$ cat src/rtl/sha256_params_pkg.sv
// Shared register map, bit positions and FSM state encoding for the
// SHA-256 register-map initiator.
package sha256_params_pkg;

    localparam logic [31:0] ADDR_CTRL         = 32'h0000_0010;
    localparam logic [31:0] ADDR_STATUS       = 32'h0000_0018;
    localparam logic [31:0] ADDR_BLOCK_START  = 32'h0000_0080;
    localparam logic [31:0] ADDR_DIGEST_START = 32'h0000_0100;

    localparam int CTRL_INIT_BIT    = 0;
    localparam int CTRL_NEXT_BIT    = 1;
    localparam int CTRL_MODE_BIT    = 2;
    localparam int STATUS_READY_BIT = 0;
    localparam int STATUS_VALID_BIT = 1;

    localparam logic MODE_SHA224 = 1'b0;
    localparam logic MODE_SHA256 = 1'b1;

    typedef enum logic [2:0] {
        ST_IDLE,
        ST_CHK_RDY,
        ST_WR_BLK,
        ST_WR_CTRL,
        ST_POLL,
        ST_RD_DIG,
        ST_DONE
    } state_t;

    // Word 0 of a block sits in the most significant 32 bits.
    function automatic logic [31:0] block_word(input logic [511:0] blk, input logic [3:0] idx);
        return blk[32*(15 - int'(idx)) +: 32];
    endfunction

    function automatic logic [31:0] ctrl_word(input logic first, input logic mode);
        logic [31:0] w;
        w = '0;
        w[CTRL_INIT_BIT] = first;
        w[CTRL_NEXT_BIT] = ~first;
        w[CTRL_MODE_BIT] = mode;
        return w;
    endfunction

endpackage

$ cat src/rtl/sha256_reg_initiator.sv
// Bus initiator that loads a message block into the SHA-256 register slave,
// starts the core, waits for completion and reads back the digest.
module sha256_reg_initiator
    import sha256_params_pkg::*;
#(
    parameter logic [31:0] BASE_ADDR  = 32'h0,
    parameter int          POLL_LIMIT = 1024
) (
    input  logic         clk,
    input  logic         reset_n,
    input  logic         blk_valid,
    output logic         blk_ready,
    input  logic [511:0] blk_data,
    input  logic         blk_first,
    input  logic         blk_last,
    input  logic         blk_mode,
    output logic         digest_valid,
    output logic [255:0] digest,
    output logic         err,
    output logic         reg_req_dv,
    output logic         reg_req_write,
    output logic [31:0]  reg_req_addr,
    output logic [31:0]  reg_req_wdata,
    input  logic         reg_req_hold,
    input  logic [31:0]  reg_rdata,
    input  logic         reg_err
);

    localparam int PW = $clog2(POLL_LIMIT + 1);
    localparam logic [PW-1:0] POLL_MAX = PW'(POLL_LIMIT);

    localparam logic [31:0] STATUS_ADDR = BASE_ADDR + ADDR_STATUS;
    localparam logic [31:0] CTRL_ADDR   = BASE_ADDR + ADDR_CTRL;
    localparam logic [31:0] BLOCK_ADDR  = BASE_ADDR + ADDR_BLOCK_START;
    localparam logic [31:0] DIGEST_ADDR = BASE_ADDR + ADDR_DIGEST_START;

    state_t         state, state_n;
    logic [3:0]     word_cnt, word_cnt_n, word_nxt;
    logic [PW-1:0]  poll_cnt, poll_cnt_n;
    logic           rd_wait, rd_wait_n;
    logic [511:0]   blk_q;
    logic           first_q, last_q, mode_q;
    logic           cap, err_n;
    logic [255:0]   dig_shift, dig_shift_n;
    logic           req_dv_n, req_write_n;
    logic [31:0]    req_addr_n, req_wdata_n;
    logic           accept, status_hit;
    logic [3:0]     last_dig_idx;

    assign accept       = reg_req_dv & ~reg_req_hold;
    assign word_nxt     = word_cnt + 4'd1;
    assign last_dig_idx = (mode_q == MODE_SHA256) ? 4'd7 : 4'd6;
    // CHK_RDY only needs the core idle; POLL needs the digest published too.
    assign status_hit   = (state == ST_CHK_RDY) ? reg_rdata[STATUS_READY_BIT]
                        : (reg_rdata[STATUS_READY_BIT] & reg_rdata[STATUS_VALID_BIT]);

    always_comb begin
        state_n     = state;
        word_cnt_n  = word_cnt;
        poll_cnt_n  = poll_cnt;
        rd_wait_n   = 1'b0;
        dig_shift_n = dig_shift;
        req_dv_n    = reg_req_dv;
        req_write_n = reg_req_write;
        req_addr_n  = reg_req_addr;
        req_wdata_n = reg_req_wdata;
        err_n       = 1'b0;
        cap         = 1'b0;

        case (state)
            ST_IDLE: begin
                if (blk_valid && blk_ready) begin
                    cap         = 1'b1;
                    poll_cnt_n  = '0;
                    state_n     = ST_CHK_RDY;
                    req_dv_n    = 1'b1;
                    req_write_n = 1'b0;
                    req_addr_n  = STATUS_ADDR;
                end
            end
            ST_CHK_RDY, ST_POLL: begin
                if (rd_wait) begin
                    if (reg_err) begin
                        err_n   = 1'b1;
                        state_n = ST_IDLE;
                    end else if (status_hit) begin
                        if (state == ST_CHK_RDY) begin
                            state_n     = ST_WR_BLK;
                            word_cnt_n  = 4'd0;
                            req_dv_n    = 1'b1;
                            req_write_n = 1'b1;
                            req_addr_n  = BLOCK_ADDR;
                            req_wdata_n = block_word(blk_q, 4'd0);
                        end else if (last_q) begin
                            state_n     = ST_RD_DIG;
                            word_cnt_n  = 4'd0;
                            req_dv_n    = 1'b1;
                            req_write_n = 1'b0;
                            req_addr_n  = DIGEST_ADDR;
                        end else begin
                            state_n = ST_IDLE;
                        end
                    end else if (poll_cnt >= POLL_MAX) begin
                        err_n   = 1'b1;
                        state_n = ST_IDLE;
                    end else begin
                        req_dv_n    = 1'b1;
                        req_write_n = 1'b0;
                        req_addr_n  = STATUS_ADDR;
                    end
                end else if (accept) begin
                    req_dv_n   = 1'b0;
                    rd_wait_n  = 1'b1;
                    poll_cnt_n = poll_cnt + 1'b1;
                end
            end
            ST_WR_BLK: begin
                if (accept) begin
                    if (reg_err) begin
                        err_n    = 1'b1;
                        req_dv_n = 1'b0;
                        state_n  = ST_IDLE;
                    end else if (word_cnt == 4'd15) begin
                        state_n     = ST_WR_CTRL;
                        req_addr_n  = CTRL_ADDR;
                        req_wdata_n = ctrl_word(first_q, mode_q);
                    end else begin
                        word_cnt_n  = word_nxt;
                        req_addr_n  = BLOCK_ADDR + {26'd0, word_nxt, 2'b00};
                        req_wdata_n = block_word(blk_q, word_nxt);
                    end
                end
            end
            ST_WR_CTRL: begin
                if (accept) begin
                    if (reg_err) begin
                        err_n    = 1'b1;
                        req_dv_n = 1'b0;
                        state_n  = ST_IDLE;
                    end else begin
                        state_n     = ST_POLL;
                        poll_cnt_n  = '0;
                        req_write_n = 1'b0;
                        req_addr_n  = STATUS_ADDR;
                    end
                end
            end
            ST_RD_DIG: begin
                if (rd_wait) begin
                    if (reg_err) begin
                        err_n   = 1'b1;
                        state_n = ST_IDLE;
                    end else begin
                        dig_shift_n = {dig_shift[223:0], reg_rdata};
                        if (word_cnt == last_dig_idx) begin
                            state_n = ST_DONE;
                        end else begin
                            word_cnt_n  = word_nxt;
                            req_dv_n    = 1'b1;
                            req_write_n = 1'b0;
                            req_addr_n  = DIGEST_ADDR + {26'd0, word_nxt, 2'b00};
                        end
                    end
                end else if (accept) begin
                    req_dv_n  = 1'b0;
                    rd_wait_n = 1'b1;
                end
            end
            ST_DONE: state_n = ST_IDLE;
            default: state_n = ST_IDLE;
        endcase
    end

    // SHA-224 shifts in only seven words, so the low word is forced to zero.
    always_ff @(posedge clk or negedge reset_n) begin
        if (!reset_n) begin
            state         <= ST_IDLE;
            word_cnt      <= '0;
            poll_cnt      <= '0;
            rd_wait       <= 1'b0;
            blk_q         <= '0;
            first_q       <= 1'b0;
            last_q        <= 1'b0;
            mode_q        <= 1'b0;
            dig_shift     <= '0;
            blk_ready     <= 1'b0;
            digest_valid  <= 1'b0;
            digest        <= '0;
            err           <= 1'b0;
            reg_req_dv    <= 1'b0;
            reg_req_write <= 1'b0;
            reg_req_addr  <= '0;
            reg_req_wdata <= '0;
        end else begin
            state         <= state_n;
            word_cnt      <= word_cnt_n;
            poll_cnt      <= poll_cnt_n;
            rd_wait       <= rd_wait_n;
            dig_shift     <= dig_shift_n;
            blk_ready     <= (state_n == ST_IDLE);
            digest_valid  <= (state == ST_DONE);
            err           <= err_n;
            reg_req_dv    <= req_dv_n;
            reg_req_write <= req_write_n;
            reg_req_addr  <= req_addr_n;
            reg_req_wdata <= req_wdata_n;
            if (cap) begin
                blk_q   <= blk_data;
                first_q <= blk_first;
                last_q  <= blk_last;
                mode_q  <= blk_mode;
            end
            if (state == ST_DONE) begin
                digest <= (mode_q == MODE_SHA256) ? dig_shift : {dig_shift[223:0], 32'h0};
            end
        end
    end

endmodule
$ cat config.mk
export PLATFORM = sky130hd
export DESIGN_NAME = sha256_reg_initiator
export DESIGN_NICKNAME = d
export VERILOG_FILES = /design/src/rtl/sha256_params_pkg.sv /design/src/rtl/sha256_reg_initiator.sv
export SDC_FILE = /design/constraint.sdc
export NUM_CORES = 2
export LEC_CHECK = 0
export ABC_AREA = 1
export ABC_CLOCK_PERIOD_IN_PS = 4850
export BUFFER_PORTS_ARGS = -buffer_cell sky130_fd_sc_hd__buf_2
export CAP_MARGIN = 0
export CORE_AREA = 2 2 339 341
export CTS_CLUSTER_DIAMETER = 100
export DETAILED_ROUTE_END_ITERATION = 8
export DIE_AREA = 0 0 341 343
export SYNTH_ARGS = -nofsm -noshare
export SYNTH_HDL_FRONTEND = slang
export SYNTH_SLANG_ARGS = --single-unit
$ cat constraint.sdc
create_clock -name clk -period 4.85 [get_ports clk]
set_input_delay 0.485 -clock clk [delete_from_list [all_inputs] [get_ports clk]]
set_output_delay 0.485 -clock clk [all_outputs]
set_load 0.1 [all_outputs]
==> out/results.ini <==
[timing]
finalCritPeriodShare=0.666
setup_viol_count_final=0
fin_crit_ns=3.23
tightestPinTransition_ns=1.29
fin_worst_skew_ns=0.0212
maxSlewViolCount=0
max_slew_margin=0.137
rsz0062_at_grt=false
finalSetupTns_ns=0
max_freq_mhz=310
hold_ws_ns=0.0414
finalHoldViolCount=0

[finish]
nets=7688
layout.cells.non_filler=8750
drive_above_1_share=0.166
area_delta_synth_final_pct=28.0
utilization=0.551

[global_route]
track_usage=0.309
grt_pass1_wl_um=276000
globalRouteOverflowTotal=0
grt_pass1_vias=44200
antenna_found_initial=6
grt_max_degree=284

[clock_network]
clkTransAtPathRegs_ns=0.06
clock_path_buffers=3
htree_levels=3
cts_made_buffers=120
clock_sinks=1089
cts_root_buf=clkbuf_16
cts_resized=0
clk-insertion-delay-late_ns=0.72
cts_tree=yes

[route]
drt_wl_total_um=184000
dr.first_iter.drc_count=4300
postRouteAntennaNets=0
drc=0
wire_per_inst_um=21.1
dr.pass1.iters=6
via_per_inst=5.19
via_count=45400

[status]
status=completed

[worst_setup_path]
end_kind=register
path_cells=buf_4 -> buf_12 -> a21oi_1 -> o21ai_0 -> nand3_1 -> nand2_1 -> nand2_1 -> nand2_1 -> nand2_1 -> a21oi_2
path_common_cell=nand2_1
cp.arrival_ns=3.88
reg2reg_slack_ns=1.62
worst_r2r_startpoint=word_cnt[0]
setup.worst_path.class=reg2reg
max_stage_delay_ns=0.60
startpoint_type=register
r2r-end=reg_req_wdata[15]
cp_slowest_cell=buf_12
cp.required_ns=5.50
r2r_cells=10
cp_top_family=buffers and inverters
critPathBufInv=2
crit_fanout=178

[synth]
synth_top_family_by_area=simple AND/OR/NAND/NOR gates
synth_seq_cells=1089
synth_fa_ha_area_frac=0.000768
synth_top_area_frac=0.558
synth_compound_area_frac=0.115
synth_area_per_cell_sq_um=8.06
synthMuxAreaShare=0
synth_xor_area_frac=0.00195
synthArstFlopShare=1.00
post-synth-top-area-cell=dfrtp_1
syn_inst=6060
synth_edf_count=0
synth_area_sq_mm=0.0489
synth_cell_type_count=40
synth_area_leaders=dfrtp_1 (56%), nand2_1 (18%), o21ai_0 (4.7%)
synth_most_common_cell=nand2_1
synthSimpleGateAreaFrac=0.251
yosys-top-cells-count=nand2_1 (2342), dfrtp_1 (1089), o21ai_0 (455)
synth-main-ff-cell=dfrtp_1
yosys_warnings=0
yosysSeqAreaShare=0.558

[worst_hold_path]
min_path_cells=3
worstHoldStart=blk_data[406]
holdPathEnd=blk_q[406]
hp-class=in2reg

[power_and_ir_drop]
power.switching_w=0.0221
p_clk_frac=0.218
combPwrFrac=0.458
ir_drop_mv=0.764
p_per_area_mw_per_mm2=718
power_leakage_nw=32.7
p_int_w=0.0228
p_seq_frac=0.323
swShare=0.492

[die]
die_w_um=341
io_pins=877
start_util=0.431
dieArea_sq_mm=0.117
fp.dieH_um=343
rows=124
coreArea_sq_mm=0.113

[place]
place.gp.congestion=0.900
dp_hpwl_um=121000
dpl.cell_count=8070
port_buffers=850

[job]
maxCapViolCount=0

-- routing by layer --
layer / vias to the layer above / track usage / wire length, um
met5: - / 0 / 36
li1: 21400 / - / -
met1: 21700 / 0.418 / 77200
met4: 6 / 0.164 / 11300
met3: 476 / 0.0568 / 13300
met2: 1915 / 0.474 / 82500
-- state kept, by name, summed over array words and instances, names as in the netlist --
register / count
last_q: 1
reg_req_write: 1
first_q: 1
dig_shift: 256
digest_valid: 1
rd_wait: 1
poll_cnt: 11
blk_q: 512
reg_req_addr: 6
reg_req_wdata: 32
state: 3
reg_req_dv: 1
mode_q: 1
digest: 256
err: 1
blk_ready: 1
word_cnt: 4
-- logic make-up after synthesis --
| family | count (synthesis) |
|---|---|
| AND/OR/NAND/NOR | 3116 |
| other | 1 |
| flip-flops | 1089 |
| buffers and inverters | 798 |
| adder cells (fa/ha/maj) | 3 |
| AO/OA/AOI/OAI | 1043 |
| XOR/XNOR | 10 |
-- how the worst max path moves through the flow --
stage / cells after the start / from / end
finish: 10 / word_cnt[0] / reg_req_wdata[15]
global route: 11 / word_cnt[0] / reg_req_wdata[24]
CTS: 11 / word_cnt[0] / reg_req_wdata[25]
detailed placement: 10 / word_cnt[0] / reg_req_wdata[15]
global placement: 11 / word_cnt[0] / reg_req_wdata[25]
floorplan: 9 / reg_req_dv / reg_req_wdata[22]
-- power groups by stage --
stage	Combinational [W]	Sequential [W]	Clock, W
after floorplan	0.00839	0.0211	0
after global placement	0.0201	0.0146	0
after detailed placement	0.0202	0.0146	0
after CTS	0.0206	0.0145	0.00991
after global routing	0.0222	0.0148	0.0103
final	0.0206	0.0145	0.00979
-- metrics by stage --
stage,power (W),cell area (sq um),worst slack [ns]
after global placement,0.0346,53700,1.68
after global routing,0.0473,62500,1.47
after detailed placement,0.0348,53700,1.68
after CTS,0.0450,62500,1.66
final,0.0449,62500,1.62
after floorplan,0.0295,49000,2.66
-- placed cells by master, fill, tap and decap left out, types with 6 or more instances in the layout --
master | Yosys | layout
inv_1 | 357 | 356
clkbuf_8 | 0 | 40
o21ai_1 | 47 | 47
buf_12 | 2 | 26
nand3_1 | 296 | 296
buf_4 | 50 | 28
bufinv_16 | 0 | 12
nor2_1 | 417 | 415
nor2_2 | 32 | 32
clkbuf_1 | 130 | 24
dlygate4sd3_1 | 0 | 453
conb_1 | 1 | 26
buf_2 | 237 | 849
clkinv_2 | 0 | 19
a31oi_1 | 225 | 225
a21oi_2 | 29 | 29
nand2_1 | 2342 | 2342
dfrtp_1 | 1089 | 1087
o21ai_0 | 455 | 455
a21oi_1 | 282 | 282
clkbuf_16 | 0 | 122
xor2_1 | 6 | 6
nor3_1 | 6 | 6
-- final cells by class --
cell class	count	area, sq um
Timing Repair Buffer	1357	9530
Fill cell	10500	50900
Tap cell	1512	1890
Clock buffer	186	3690
Sequential cell	1089	27300
Multi-Input combinational cell	4198	18200
Clock inverter	40	564
Inverter	367	1410
Antenna cell	1	2.50
-- worst register-to-register path: stages, from the launching register on --
cell and delay [ns]:
dfrtp_4 0.47, buf_4 0.52, buf_12 0.62, a21oi_1 0.30
o21ai_0 0.14, nand3_1 0.28, nand2_1 0.34, nand2_1 0.18
nand2_1 0.10, nand2_1 0.06, a21oi_2 0.15
-- repair_timing --
action | 4_1_cts | 5_1_grt
buffers inserted | 0 | 0
endpoints found under the hold margin | 509 | 0
hold buffers | 453 | 0
No activity file was read; power rests on OpenSTA's default activity.
